<file path="src/rtl/alu_resp.sv">
// alu_resp: 256-bit multi-cycle ALU with a valid/ready request and response handshake.
//
// An accepted request is captured in IDLE. The datapath then works on one
// SLICE_W-bit slice per BUSY cycle, least significant slice first, with a
// registered carry between slices. The result is presented in DONE and held
// until the consumer takes it.
//
// Ports:
//   clk        in   1    clock, rising edge
//   rst        in   1    synchronous active-high reset
//   req_valid  in   1    request present
//   req_ready  out  1    block can accept a request (IDLE only)
//   op0_value  in   256  first operand, unsigned
//   op1_value  in   256  second operand, unsigned
//   mode       in   2    0 add, 1 sub, 2 AND, 3 XOR
//   rsp_valid  out  1    result present (DONE only)
//   rsp_ready  in   1    consumer accepts result
//   alu_out    out  256  registered result
//   carry_out  out  1    registered carry out of bit 255 for add/sub, else 0
module alu_resp #(
  parameter int SLICE_W = 64
) (
  input  logic         clk,
  input  logic         rst,
  input  logic         req_valid,
  output logic         req_ready,
  input  logic [255:0] op0_value,
  input  logic [255:0] op1_value,
  input  logic [1:0]   mode,
  output logic         rsp_valid,
  input  logic         rsp_ready,
  output logic [255:0] alu_out,
  output logic         carry_out
);

  localparam int NSLICE = 256 / SLICE_W;
  localparam int CNT_W  = (NSLICE > 1) ? $clog2(NSLICE) : 1;
  localparam logic [CNT_W-1:0] LAST_SLICE = CNT_W'(NSLICE - 1);

  localparam logic [1:0] MODE_ADD = 2'd0;
  localparam logic [1:0] MODE_SUB = 2'd1;
  localparam logic [1:0] MODE_AND = 2'd2;
  localparam logic [1:0] MODE_XOR = 2'd3;

  typedef enum logic [1:0] {
    S_IDLE = 2'd0,
    S_BUSY = 2'd1,
    S_DONE = 2'd2
  } state_e;

  state_e             state_q, state_d;
  logic [CNT_W-1:0]   cnt_q, cnt_d;
  logic               carry_q, carry_d;
  logic [255:0]       op0_q, op0_d;
  logic [255:0]       op1_q, op1_d;
  logic [1:0]         mode_q, mode_d;
  logic [255:0]       acc_q, acc_d;
  logic [255:0]       alu_out_q, alu_out_d;
  logic               carry_out_q, carry_out_d;

  logic [SLICE_W-1:0] a_s, b_s, b_eff_s, slice_res_s;
  logic [SLICE_W:0]   sum_s;
  logic               slice_cout_s;
  logic [255:0]       acc_ins_s;

  // Slice datapath: operate on the slice selected by the counter.
  always_comb begin
    a_s          = op0_q[cnt_q*SLICE_W +: SLICE_W];
    b_s          = op1_q[cnt_q*SLICE_W +: SLICE_W];
    // Subtraction is op0 + ~op1 + 1; the +1 enters as the initial carry.
    b_eff_s      = (mode_q == MODE_SUB) ? ~b_s : b_s;
    sum_s        = {1'b0, a_s} + {1'b0, b_eff_s} + {{SLICE_W{1'b0}}, carry_q};
    slice_res_s  = {SLICE_W{1'b0}};
    slice_cout_s = 1'b0;
    case (mode_q)
      MODE_ADD, MODE_SUB: begin
        slice_res_s  = sum_s[SLICE_W-1:0];
        slice_cout_s = sum_s[SLICE_W];
      end
      MODE_AND: begin
        slice_res_s  = a_s & b_s;
        slice_cout_s = 1'b0;
      end
      MODE_XOR: begin
        slice_res_s  = a_s ^ b_s;
        slice_cout_s = 1'b0;
      end
      default: begin
        slice_res_s  = {SLICE_W{1'b0}};
        slice_cout_s = 1'b0;
      end
    endcase
    acc_ins_s = acc_q;
    acc_ins_s[cnt_q*SLICE_W +: SLICE_W] = slice_res_s;
  end

  // Next-state and datapath-register update logic.
  always_comb begin
    state_d     = state_q;
    cnt_d       = cnt_q;
    carry_d     = carry_q;
    op0_d       = op0_q;
    op1_d       = op1_q;
    mode_d      = mode_q;
    acc_d       = acc_q;
    alu_out_d   = alu_out_q;
    carry_out_d = carry_out_q;
    case (state_q)
      S_IDLE: begin
        if (req_valid) begin
          op0_d   = op0_value;
          op1_d   = op1_value;
          mode_d  = mode;
          cnt_d   = {CNT_W{1'b0}};
          carry_d = (mode == MODE_SUB);
          acc_d   = {256{1'b0}};
          state_d = S_BUSY;
        end else begin
          state_d = S_IDLE;
        end
      end
      S_BUSY: begin
        acc_d   = acc_ins_s;
        carry_d = slice_cout_s;
        if (cnt_q == LAST_SLICE) begin
          // Outputs only change once the whole word is assembled.
          alu_out_d   = acc_ins_s;
          carry_out_d = slice_cout_s;
          cnt_d       = {CNT_W{1'b0}};
          state_d     = S_DONE;
        end else begin
          cnt_d   = cnt_q + CNT_W'(1);
          state_d = S_BUSY;
        end
      end
      S_DONE: begin
        if (rsp_ready) begin
          state_d = S_IDLE;
        end else begin
          state_d = S_DONE;
        end
      end
      default: begin
        state_d = S_IDLE;
      end
    endcase
  end

  // State and datapath registers with synchronous reset.
  always_ff @(posedge clk) begin
    if (rst) begin
      state_q     <= S_IDLE;
      cnt_q       <= {CNT_W{1'b0}};
      carry_q     <= 1'b0;
      op0_q       <= {256{1'b0}};
      op1_q       <= {256{1'b0}};
      mode_q      <= 2'd0;
      acc_q       <= {256{1'b0}};
      alu_out_q   <= {256{1'b0}};
      carry_out_q <= 1'b0;
    end else begin
      state_q     <= state_d;
      cnt_q       <= cnt_d;
      carry_q     <= carry_d;
      op0_q       <= op0_d;
      op1_q       <= op1_d;
      mode_q      <= mode_d;
      acc_q       <= acc_d;
      alu_out_q   <= alu_out_d;
      carry_out_q <= carry_out_d;
    end
  end

  // Handshake flags come from the state register, forced low while reset is asserted.
  assign req_ready = (state_q == S_IDLE) && !rst;
  assign rsp_valid = (state_q == S_DONE) && !rst;
  assign alu_out   = alu_out_q;
  assign carry_out = carry_out_q;

endmodule

</file>
<file path="config.mk">
export PLATFORM = sky130hd
export DESIGN_NAME = alu_resp
export DESIGN_NICKNAME = d
export VERILOG_FILES = /design/src/rtl/alu_resp.sv
export SDC_FILE = /design/constraint.sdc
export NUM_CORES = 2
export LEC_CHECK = 0
export BUFFER_PORTS_ARGS = -buffer_cell sky130_fd_sc_hd__clkbuf_2
export CELL_PAD_IN_SITES_DETAIL_PLACEMENT = 0
export CELL_PAD_IN_SITES_GLOBAL_PLACEMENT = 1
export CORE_MARGIN = 8
export CORE_UTILIZATION = 46
export CTS_CLUSTER_SIZE = 8
export DETAILED_ROUTE_END_ITERATION = 10
export HOLD_SLACK_MARGIN = 0.1
export PLACE_DENSITY_LB_ADDON = 0.1
export REMOVE_ABC_BUFFERS = 1
export SYNTH_ARGS = -nofsm -noshare
export SYNTH_HDL_FRONTEND = slang
export SYNTH_SLANG_ARGS = --single-unit
</file>
<file path="constraint.sdc">
create_clock -name clk -period 8.7 [get_ports clk]
set_input_delay 1.305 -clock clk [delete_from_list [all_inputs] [get_ports clk]]
set_output_delay 1.305 -clock clk [all_outputs]
set_load 0.03 [all_outputs]
</file>
### Word level (Yosys, flattened, before mapping)

Cells that the tools add are included.

| cells by class | value |
|---|---|
| bitwise operators | 3 |
| add/subtract/negate cells | 4 |
| eq/ne operators | 8 |
| muxes and demuxes | 15 |
| reductions and logical operators | 11 |
| shift operators | 4 |

Operators by type and width:

| operator | count |
|---|---|
| $pmux W256 S2 | 1 |
| $shiftx A256 B9 Y64 | 2 |
| $bwmux W256 | 1 |
| $mux W256 | 1 |
| $shift A64 B34 Y256 const A | 1 |
| $shiftx A64 B34 Y256 | 1 |
| $pmux W64 S3 | 1 |
| $add A64 B64 Y65 | 1 |
| $add A65 B1 Y65 | 1 |
| $and A64 B64 Y64 | 1 |
| $mux W64 | 1 |
| $not A64 Y64 | 1 |
| $xor A64 B64 Y64 | 1 |
| $neg A8 Y34 | 1 |
| $eq A2 B2 Y1 const B | 4 |
| $mux W2 | 4 |
| $eq A2 B1 Y1 const B | 3 |
| $pmux W2 S3 | 1 |
| $reduce_and A2 Y1 | 3 |
| $logic_not A2 Y1 | 2 |
| $pmux W1 S2 | 2 |
| $pmux W2 S2 | 1 |
| $reduce_or A2 Y1 | 2 |
| $add A2 B1 Y2 const B | 1 |
| 5 further kinds | 7 |

| word-level totals | value |
|---|---|
| word-level logic and storage cells | 54 |
| output and inout port bits | 259 |
| register bits after elaboration | 1,032 |
| bits of input ports | 518 |

### Depth between registers and ports, before layout

| logic depth | value |
|---|---|
| word-level depth | 9 |
| depth in mapped cells | 20 |
| gate-level depth less buffers | 15 |

### Worst setup path after synthesis

OpenSTA, ideal clock, no wires.

| path | value |
|---|---|
| path kind | register to register |
| start point | register mode_q[0] |
| end point | register acc_q[252] |
| clock period less this slack | 4.961 ns |
| data arrival time | 4.820 ns |
| setup time | 0.141 ns |
| setup slack | 3.739 ns |
| buffers on the path | 3 |
| stages on the path, launching flop included | 18 |
| required time | 8.559 ns |
| cells stage by stage | dfxtp_1 clkbuf_1 clkbuf_1 buf_2 nand2_1 xor2_1 fa_1 fa_1 and2b_1 o311ai_2 a211o_1 a31o_2 a21o_1 a21o_1 a21oi_4 nor2_1 a221oi_4 a311oi_1 |

| on the way | value |
|---|---|
| cells in the longest elaborated chain, start to end | 8 |
| elaborated cells between the ends (all ways) | 12 |
| classes of those cells | 2 x add/sub; 3 x eq/ne; 1 x shift; 4 x mux; 2 x reduce/logical |

Ends and longest elaborated chain:

| what | RTL line | RTL |
|---|---|---|
| from (decl) | 56 | `logic [1:0] mode_q, mode_d;` |
| from (signal assigned) | 167 | `mode_q <= mode_d;` |
| $eq A2 B1 Y1 | 71, 75 |  |
| $mux W64 | 71 | `b_eff_s = (mode_q == MODE_SUB) ? ~b_s : b_s;` |
| $add A64 B64 Y65 | 72 | `sum_s = {1'b0, a_s} + {1'b0, b_eff_s} + {{SLICE_W{1'b0}}, carry_q};` |
| $add A65 B1 Y65 | 72 |  |
| $pmux W64 S3 * | 75 | `case (mode_q)` |
| $shiftx A64 B34 Y256 * | 94 | `acc_ins_s[cnt_q*SLICE_W +: SLICE_W] = slice_res_s;` |
| $bwmux W256 * | 94 |  |
| $pmux W256 S2 * | 108 | `case (state_q)` |
| to (signal assigned) | 158 | `acc_q <= {256{1'b0}};` |
| to (decl) | 57 | `logic [255:0] acc_q, acc_d;` |

Every way passes the cells marked *; elsewhere a longest branch is shown, timed or not.
A chain may end at the register's enable or synchronous reset.

### Worst setup path after layout

| path | value |
|---|---|
| start point | register cnt_q[0] |
| end point | register alu_out_q[36], in the netlist alu_out[36] |

| on the way | value |
|---|---|
| cells in the longest elaborated chain, start to end | 8 |
| elaborated cells between the ends (all ways) | 15 |
| classes of those cells | 3 x add/sub; 1 x eq/ne; 4 x shift; 3 x mux; 3 x bitwise; 1 x reduce/logical |

Ends and longest elaborated chain:

| what | RTL line | RTL |
|---|---|---|
| from (decl) | 52 | `logic [CNT_W-1:0] cnt_q, cnt_d;` |
| from (signal assigned) | 153 | `cnt_q <= {CNT_W{1'b0}};` |
| from (signal assigned) | 163 | `cnt_q <= cnt_d;` |
| $shiftx A256 B9 Y64 | 69 | `b_s = op1_q[cnt_q*SLICE_W +: SLICE_W];` |
| $not A64 Y64 | 71 |  |
| $mux W64 | 71 |  |
| $add A64 B64 Y65 | 72 |  |
| $add A65 B1 Y65 | 72 |  |
| $pmux W64 S3 | 75 |  |
| $shiftx A64 B34 Y256 | 94 |  |
| $bwmux W256 | 94 |  |
| to (signal assigned) | 159 | `alu_out_q <= {256{1'b0}};` |
| to (signal assigned) | 169 | `alu_out_q <= alu_out_d;` |
| to (decl) | 58 | `logic [255:0] alu_out_q, alu_out_d;` |

Parallel ways exist; a longest one is shown, timed or not.

==> results.json <==
{
  "path_max_fanout": 83,
  "clock_path_buffers": 3,
  "cts_sinks": 1032,
  "critPathArrivalTime_ns": 6.62,
  "setup_violations": 0,
  "root_buffer": "clkbuf_16",
  "dpl.hpwl_mm": 125.2,
  "postPlaceCellArea_um2": 51490,
  "worstHoldStart": "acc_q[239]$_SDFFE_PP0P_",
  "hold-path-cell-count": 2,
  "required_ns": 9.28,
  "clock_latency_ns": 0.76,
  "vias": 44160,
  "seq_area_frac_synth": 0.4400,
  "critPathLaunchType": "register",
  "slew_headroom": 0.1232,
  "endpoint_kind": "register",
  "grt_max_degree": 227,
  "nets": 6805,
  "coreArea_um2": 101400,
  "cts_resized": 0,
  "status": "finished, final reports clean",
  "grt_pass1_vias": 42350,
  "synthesis.area_um2": 46960,
  "ys_seq_elements": 1032,
  "postSynthAreaPerCell_um2": 8.340,
  "ff2ff_setup_slack_ns": 2.66,
  "synth_cells": 5630,
  "drive_gt1_frac": 0.1980,
  "post_cts_buffers": 0,
  "r2r_end": "alu_out[36]$_SDFFE_PP0P_",
  "grt_overflow": 0,
  "antenna_found_initial": 4,
  "synth_cell_types": 89,
  "routabilityCongestion": 0.9210,
  "seq_area_um2": 20670,
  "maxSlewViolCount": 0,
  "worst_pin_slew_ns": 1.315,
  "hold_class": "reg2reg",
  "design_area_um2": 55570,
  "clk_pin_slew_ns": 0.05,
  "track_usage": 0.3076,
  "htreeDepth": 4,
  "critPathSlowestCell": "o21ai_1",
  "async_reset_ff_frac": 0,
  "cts_tree": "built",
  "slowest_delay_ns": 0.79,
  "wire_per_inst_um": 24.06,
  "layout_commonest_cell": "nand2_1",
  "initial_core_util": 0.4628,
  "yosysWarnings": 0,
  "drc": 0,
  "reg2reg_from": "cnt_q[0]$_SDFFE_PP0P_",
  "fill_cells": 9892,
  "portBuffers": 776,
  "die_x_um": 335.5,
  "viasPerCell": 5.852,
  "syn2layout_area_growth_pct": 18.35,
  "ys.flop_type": "dfxtp_1",
  "io-pin-count": 777,
  "cap_viol_max_count": 0,
  "p_leak_nw": 22.29,
  "ir_drop_v": 0.0001525,
  "crit_chain": "buf_12 > mux4_2 > xnor2_1 > ha_1 > nand2_1 > or4_1 > o21ai_0 > a21oi_1 > o21bai_1 > xor2_1 > o21ai_1 > o22ai_1",
  "rows": 117,
  "fin_cells": 7545,
  "dieArea_um2": 112600,
  "p_per_area_nw_per_um2": 216.5,
  "dr.pass1.iters": 6,
  "fmax_mhz": 165.4,
  "period_minus_slack_ns": 6.044,
  "fin_crit_sh": 0.6947,
  "die_y_um": 335.5,
  "hold_viol": 0,
  "cts_buffers": 148,
  "holdPathEnd": "acc_q[239]$_SDFFE_PP0P_",
  "grt_pass1_wl_mm": 269.0,
  "rsz0062_at_grt": "no",
  "critical_path_class": "reg2reg",
  "synth_edf_count": 0,
  "multi_input_area_um2": 24510,
  "routed_wl_mm": 181.5,
  "drtIter0Drc": 4555,
  "final_cell_mix": "nand2_1 (1368), dfxtp_1 (1028), a21oi_1 (796), clkbuf_2 (775), nor2_1 (346)",
  "worstRegToRegCells": 12,
  "placedCellCount": 7370,
  "clock_skew_ns": 0.04422,
  "drtAntennaViolNets": 0,
  "ctsHoldBuffers": 0
}
-- how the worst max path moves through the flow --
| stage | startpoint | slack, ns | endpoint |
|---|---|---|---|
| 6_report | cnt_q[0]$_SDFFE_PP0P_ | 2.66 | alu_out[36]$_SDFFE_PP0P_ |
| 5_1_grt | cnt_q[0]$_SDFFE_PP0P_ | 2.40 | alu_out[36]$_SDFFE_PP0P_ |
| 3_3_place_gp | cnt_q[1]$_SDFFE_PP0P_ | 2.86 | alu_out[36]$_SDFFE_PP0P_ |
| 2_1_floorplan | cnt_q[0]$_SDFFE_PP0P_ | -2.61 | acc_q[123]$_SDFFE_PP0P_ |
| 3_5_place_dp | cnt_q[0]$_SDFFE_PP0P_ | 2.77 | alu_out[95]$_SDFFE_PP0P_ |
| 4_1_cts | cnt_q[0]$_SDFFE_PP0P_ | 2.71 | acc_q[95]$_SDFFE_PP0P_ |
-- synth_stat cells (10+ instances only) --
cell          n  area, um2
a31oi_1      10      62.56
mux2i_1      53      530.5
mux2_2       13      146.4
xor2_1       16      140.1
a221oi_1     76      665.6
nand2_1    1371       5146
o22ai_1      52      325.3
nor4_1       13      81.33
mux4_2      128       2883
and3_1       63      394.1
o21ai_1      16      80.08
a21o_1       41      307.8
ha_1        133       1664
o2bb2ai_1    64      560.5
inv_1        33      123.9
nor2_1      346       1299
o211ai_1     20      150.1
nor2b_1      12      75.07
nand2b_1     15      93.84
nor3_1       82      410.4
clkbuf_1    409       1535
buf_2        10      50.05
o31ai_1      12      90.09
buf_1        46      172.7
o21bai_1     18      135.1
a211oi_1     28      210.2
dfxtp_1    1032      20660
a21oi_1     796       3984
nand3_1      43      215.2
o21ai_0     279       1396
a22o_1       21      183.9
nand4_1      35      219.0
o21a_1       15      112.6
a22oi_1     100      750.7
xnor2_1      93      814.5
-- logic make-up (layout without fill, tap and decap cells) --
logic type | count (synthesis) | count (layout) | share of synthesized area
buffers and inverters | 501 | 1044 | 0.04032
adder cells (fa/ha/maj) | 135 | 135 | 0.03629
AO/OA/AOI/OAI | 1641 | 1641 | 0.2125
XOR/XNOR | 109 | 109 | 0.02033
AND/OR/NAND/NOR | 2017 | 2017 | 0.1745
flip-flops | 1032 | 1032 | 0.4400
other | 0 | 4 | 0
multiplexers | 195 | 195 | 0.07610
-- final cells by class --
| class | instances | area share |
|---|---|---|
| multi-input cells | 4097 | 0.4411 |
| flip-flops and latches | 1032 | 0.3720 |
| repair buffers | 837 | 0.08011 |
| clock buffers | 157 | 0.06914 |
| well taps | 1368 | 0.03080 |
| clock inverters | 14 | 0.004120 |
| inverters | 36 | 0.002454 |
| diodes | 4 | 0.0001801 |
-- where the power goes --
group	internal (W)	switching, W	total, W
clock	0.00311	0.00211	0.00522
sequential	0.00490	0.0000903	0.00499
combinational	0.000574	0.00125	0.00182
total	0.00858	0.00345	0.0120
-- state kept, by name (all words and copies together), names as in the netlist, 2 cells and up --
name	cells
op0_q	256
cnt_q	2
acc_q	256
mode_q	2
alu_out	256
state_q	2
op1_q	256
-- worst max-delay path, delay by kind of cell (launching register included) --
family                   cells  cell delay [ns]
flip-flops                   1             0.70
multiplexers                 1             0.63
XOR/XNOR                     2             0.25
buffers and inverters        1             0.50
adder cells (fa/ha/maj)      1             0.53
AO/OA/AOI/OAI                5             2.22
AND/OR/NAND/NOR              2             0.78
-- routing by layer --
layer  wire length [um]  share of wire  GRT usage  vias up
met2              82750           0.46     0.4851     1797
met5                 34        0.00019          0        -
met4               5957          0.033     0.1001        6
met1              77840           0.43     0.4162    21260
li1                   -              -          -    20790
met3              14920          0.082    0.07146      314
-- metrics by stage --
step / setup TNS (ns) / util / hold slack (ns) / setup WS, ns / total power [W]
2_1_floorplan: -1555.12 / - / 0.4168 / -2.610 / 0.006195
3_3_place_gp: 0 / 0.5075 / 0.4245 / 2.860 / 0.006860
3_5_place_dp: 0 / 0.5075 / 0.4334 / 2.771 / 0.006867
4_1_cts: 0 / 0.5477 / 0.4444 / 2.707 / 0.01208
5_1_grt: 0 / 0.5477 / 0.4612 / 2.399 / 0.01246
6_report: 0 / 0.5478 / 0.4425 / 2.656 / 0.01203
(Power assumes the default switching activity.)
